--- src/rtl/hub75_scan_timer.sv ---
// hub75_scan_timer: HUB75 row scan sequencer (shift, blank, latch, show) with linear PWM or BCM.
module hub75_scan_timer #(
   parameter  int COLS         = 64,
   parameter  int SCAN_ROWS    = 32,
   parameter  int PWM_BITS     = 5,
   parameter  int BLANK_CYCLES = 2,
   parameter  int BASE_ON      = 1,
   localparam int CW           = $clog2(COLS),
   localparam int RW           = $clog2(SCAN_ROWS),
   localparam int PW           = (PWM_BITS > 1) ? $clog2(PWM_BITS) : 1
) (
   input  logic                clk,
   input  logic                rst,
   input  logic                en,
   input  logic                bcm_mode,
   output logic [CW-1:0]       col,
   output logic                shift_valid,
   output logic [RW-1:0]       scan_row,
   output logic [RW:0]         row_top,
   output logic [RW:0]         row_bottom,
   output logic [PWM_BITS-1:0] pwm_level,
   output logic [PW-1:0]       bit_plane,
   output logic [RW-1:0]       addr_out,
   output logic                lat,
   output logic                oe_n,
   output logic                frame_start
);
   localparam int MAX_ON = BASE_ON << (PWM_BITS - 1);
   localparam int OW     = $clog2(((MAX_ON > BLANK_CYCLES) ? MAX_ON : BLANK_CYCLES) + 1);

   typedef enum logic [2:0] {IDLE, SHIFT, BLANK, LATCH, SHOW} state_t;

   state_t                state_q, state_d;
   logic [CW-1:0]         col_q, col_d;
   logic [OW-1:0]         cnt_q, cnt_d, on_len;
   logic [RW-1:0]         row_q, row_d, addr_q, addr_d;
   logic [PWM_BITS-1:0]   lvl_q, lvl_d;
   logic [PW-1:0]         plane_q, plane_d;
   logic                  mode_q, mode_d;
   logic                  sv_q, sv_d, lat_q, lat_d, oe_n_q, oe_n_d, fs_q, fs_d;
   logic                  start, bnd;

   // BCM doubles the on-time per plane; linear mode shows every level for the base weight
   assign on_len = mode_q ? (OW'(BASE_ON) << plane_q) : OW'(BASE_ON);

   always_comb begin
      state_d = state_q;
      col_d   = col_q;
      cnt_d   = cnt_q;
      row_d   = row_q;
      lvl_d   = lvl_q;
      plane_d = plane_q;
      addr_d  = addr_q;
      mode_d  = mode_q;
      case (state_q)
         IDLE:  state_d = en ? SHIFT : IDLE;
         SHIFT: begin
            col_d   = (col_q == CW'(COLS - 1)) ? '0 : col_q + CW'(1);
            state_d = (col_q == CW'(COLS - 1)) ? BLANK : SHIFT;
         end
         BLANK: begin
            cnt_d   = (cnt_q == OW'(BLANK_CYCLES - 1)) ? '0 : cnt_q + OW'(1);
            state_d = (cnt_q == OW'(BLANK_CYCLES - 1)) ? LATCH : BLANK;
         end
         LATCH: begin
            addr_d  = row_q;
            state_d = SHOW;
         end
         SHOW: begin
            cnt_d = cnt_q + OW'(1);
            if (cnt_q == on_len - OW'(1)) begin
               cnt_d   = '0;
               row_d   = row_q + RW'(1);
               state_d = en ? SHIFT : IDLE;
               if (row_q == RW'(SCAN_ROWS - 1)) begin
                  plane_d = !mode_q ? plane_q : (plane_q == PW'(PWM_BITS - 1)) ? '0 : plane_q + PW'(1);
                  lvl_d   = mode_q ? lvl_q : lvl_q + PWM_BITS'(1);
               end
            end
         end
         default: state_d = IDLE;
      endcase
      bnd    = (row_d == '0) && (lvl_d == '0) && (plane_d == '0);
      start  = (state_d == SHIFT) && (state_q != SHIFT);
      mode_d = (start && bnd) ? bcm_mode : mode_d;
      sv_d   = state_d == SHIFT;
      lat_d  = state_d == LATCH;
      oe_n_d = state_d != SHOW;
      fs_d   = start && bnd;
   end

   always_ff @(posedge clk) begin
      if (rst) begin
         state_q <= IDLE;
         col_q   <= '0;
         cnt_q   <= '0;
         row_q   <= '0;
         lvl_q   <= '0;
         plane_q <= '0;
         addr_q  <= '0;
         mode_q  <= 1'b0;
         sv_q    <= 1'b0;
         lat_q   <= 1'b0;
         oe_n_q  <= 1'b1;
         fs_q    <= 1'b0;
      end else begin
         state_q <= state_d;
         col_q   <= col_d;
         cnt_q   <= cnt_d;
         row_q   <= row_d;
         lvl_q   <= lvl_d;
         plane_q <= plane_d;
         addr_q  <= addr_d;
         mode_q  <= mode_d;
         sv_q    <= sv_d;
         lat_q   <= lat_d;
         oe_n_q  <= oe_n_d;
         fs_q    <= fs_d;
      end
   end

   assign col         = col_q;
   assign shift_valid = sv_q;
   assign scan_row    = row_q;
   assign row_top     = {1'b0, row_q};
   assign row_bottom  = {1'b1, row_q};
   assign pwm_level   = lvl_q;
   assign bit_plane   = plane_q;
   assign addr_out    = addr_q;
   assign lat         = lat_q;
   assign oe_n        = oe_n_q;
   assign frame_start = fs_q;
endmodule
--- config.mk ---
export PLATFORM = sky130hd
export DESIGN_NAME = hub75_scan_timer
export DESIGN_NICKNAME = d
export VERILOG_FILES = /design/src/rtl/hub75_scan_timer.sv
export SDC_FILE = /design/constraint.sdc
export NUM_CORES = 1
export LEC_CHECK = 0
export CORE_ASPECT_RATIO = 0.7
export CORE_MARGIN = 4
export CORE_UTILIZATION = 40
export CTS_CLUSTER_DIAMETER = 200
export CTS_CLUSTER_SIZE = 20
export DETAILED_ROUTE_END_ITERATION = 16
export MAX_ROUTING_LAYER = met4
export PLACE_DENSITY_LB_ADDON = 0.15
export SLEW_MARGIN = 20
export SYNTH_ARGS = -nofsm -noshare
export SYNTH_HDL_FRONTEND = slang
export SYNTH_SLANG_ARGS = --single-unit
--- constraint.sdc ---
create_clock -name clk -period 3.2 [get_ports clk]
set_clock_uncertainty 0.2 [all_clocks]
set_input_delay 0.64 -clock clk [delete_from_list [all_inputs] [get_ports clk]]
set_output_delay 0.64 -clock clk [all_outputs]
set_load 0.005 [all_outputs]
==> results.toml <==
[cts]
cts.path.max_buffers = 2
cts_buffers = 5
clk_latency_ns = 0.30
holdBufCountCts = 0
clock-root-buffer = "clkbuf_8"
htreeDepth = 2
path_clk_slew_ns = 0.08
cts_sinks = 37
cts_tree = "done"

[global_routing]
grt_max_degree = 19
grt_use_total_pct = 15.8
antenna_found_initial = 0
grt_overflow = 0
grt_pass1_wl_um = 8640
grt_pass1_vias = 1861

[floorplanning]
die_area_um2 = 6780
core_um2 = 5290
start_util_pct = 41.7
die_h_um = 70.1
die_w_um = 96.7
rows = 22
ios = 44

[synth]
synthArstFlopShare_pct = 0
yosysTopAreaCell = "dfxtp_1"
synthMuxAreaShare_pct = 5.45
synthFlopType = "dfxtp_1"
synth_nets = 282
synth_top_family_by_area = "simple AND/OR/NAND/NOR gates"
ys_seq_area_share_pct = 33.6
synth_edf_count = 0
netlist_top_cells_area = "dfxtp_1 (34%), ha_1 (6.8%), nor2_1 (5.6%)"
synth_top_area_share_pct = 33.6
synth-xor-area-share_pct = 7.56
synth-seq-cells = 37
synth_adder_area_share_pct = 6.82
yosysUniqueCellTypes = 46
synth-simple-area-share_pct = 25.7
yosys_warnings = 0
syn-cell-area_um2 = 2200
synth_cells = 266
avgSynthCellArea_um2 = 8.28
synth_compound_area_share_pct = 12.6

[layout]
drive_above_1_share_pct = 13.7
seq_area_um2 = 743
utilization_pct = 54.5
mostFrequentLayoutCells = "clkdlybuf4s50_1 (41), dfxtp_1 (35), nor2_1 (33)"
multi_input_area_um2 = 1350
mostFrequentLayoutCell = "clkdlybuf4s50_1"
fin_cells = 386
n_fill_cell = 518
area_delta_synth_final_pct = 30.7
final_nets = 329
diodes = 0

[worst_setup_path]
path_class = "reg2reg"
crit_chain = "inv_1, ha_1, a21oi_2, ha_1, inv_1, or3_4, a2111oi_4, mux2i_1, nand2_2, nor4_4, mux2i_1"
cp_max_fo = 4
setup.worst_path.end_class = "flop"
cp_top_family = "simple AND/OR/NAND/NOR gates"
start_kind = "flop"
slowest_stage = "or3_4"
worstPathRequired_ns = 3.23
critPathMaxStageDelay_ns = 0.44
crit_arrival_ns = 3.14
timing.critical_path.buf_inv = 2

[sta]
setup_viol = 0
drv_slew = 0
tightest_slew_ns = 0.676
worst_slack_ns = 0.0954
rsz0062_at_grt = "yes"
min_period_over_period_pct = 97.0
finalSetupTns_ns = 0
hold_violations = 0
relSlewSlack_pct = 54.8
fin_crit_ns = 3.10
timing.fmax_mhz = 322

[min_path]
min_path_type = "reg2reg"

[drt]
vias = 1955
wl_per_cell_um = 13.3
dr.first_iter.drc_count = 59
drc = 0
first_pass_iters = 4
viasPerCell = 5.06
antenna_left = 0
detail_route.wirelength_um = 5140

[power_and_ir_drop]
p_per_area_nw_per_um2 = 295
p_total_uw = 848
ir_worst_vdd_v = 0.000228
power.leakage_nw = 1.14

[placed_design]
io_buffers = 41
dp_cells = 377
hpwl_um = 3860
pre_cts_slack_ns = -0.0915
place.gp.congestion = 0.865

[outcome]
status = "complete, no violations"

[flow_run]
cap_viol_max_count = 0
-- layout make-up --
type | count | area share, %
multi-input cells | 196 | 46.8
well taps | 72 | 3.13
clock inverters | 3 | 0.608
flip-flops and latches | 37 | 25.8
repair buffers | 63 | 20.0
inverters | 10 | 1.30
clock buffers | 5 | 2.39
-- sequential cells by signal, indices dropped and copies added, names as in the netlist --
name / flops
oe_n: 1
bit_plane: 3
pwm_level: 5
state_q: 3
frame_start: 1
mode_q: 1
addr_out: 5
scan_row: 5
col: 6
cnt_q: 5
shift_valid: 1
lat: 1
-- cell families (layout without fill, tap and decap cells) --
| family | Yosys count | in the layout |
|---|---|---|
| AOI/OAI and AO/OA | 41 | 41 |
| muxes | 12 | 12 |
| other | 2 | 2 |
| buffers and inverters | 33 | 81 |
| adders and majority gates | 12 | 12 |
| and+or+nand+nor | 110 | 110 |
| xor gates and xnor gates | 19 | 19 |
| DFF | 37 | 37 |
-- layer usage --
layer  vias to the layer above  global-route usage (%)  share of wire (%)
li1                       1000                       -                  -
met1                       911                    22.9                 55
met2                        37                    21.4                 40
met3                         7                    3.49                3.1
met4                         0                    5.14                1.2
met5                         -                       -                  0
-- per-stage QoR --
stage | hold WS (ns) | instance area (um^2)
after floorplan | 0.272 | 2220
after global placement | 0.278 | 2740
after detailed placement | 0.288 | 2740
after CTS | 0.306 | 2850
after global routing | 0.341 | 2880
final | 0.299 | 2880
-- repair_timing --
item / CTS / global route
pin swaps: 0 / 3
gates resized for setup: 1 / 5
buffers inserted: 1 / 0
setup endpoints to repair: 1 / 6
-- tightest hold or removal path, cell delays in order (launching register included) --
cell	delay (ns)
dfxtp_1	0.33
mux2i_1	0.07
nor2_1	0.07
-- cell usage after synthesis (4+ instances only) --
master	instances
xnor2_1	10
nor2_1	33
dfxtp_1	37
ha_1	12
xor2_1	9
and3_1	5
clkbuf_1	7
nand2_1	21
mux2i_1	12
inv_1	10
a211oi_1	4
nor3_1	9
o21ai_0	7
nand4_1	5
nand3_1	11
nand2b_1	4
a21oi_1	14
buf_4	13
-- worst paths after layout --
kind,from,endpoint,slack (ns),cells after the start
setup / recovery,bit_plane[0]$_SDFF_PP0_,mode_q$_SDFFE_PP0P_,0.1,11
hold / removal,addr_out[2]$_SDFFE_PP0N_,addr_out[2]$_SDFFE_PP0N_,0.30,2
setup reg to reg,bit_plane[0]$_SDFF_PP0_,mode_q$_SDFFE_PP0P_,0.1,11
hold reg to reg,addr_out[2]$_SDFFE_PP0N_,addr_out[2]$_SDFFE_PP0N_,0.30,2
-- report_power, final --
part / internal [mW] / switching, mW / total (mW)
Combinational: 0.0228 / 0.0255 / 0.0483
Clock: 0.150 / 0.176 / 0.327
Sequential: 0.466 / 0.00781 / 0.473
Total: 0.639 / 0.210 / 0.848
Note: power is estimated with default switching activity, not from simulation.
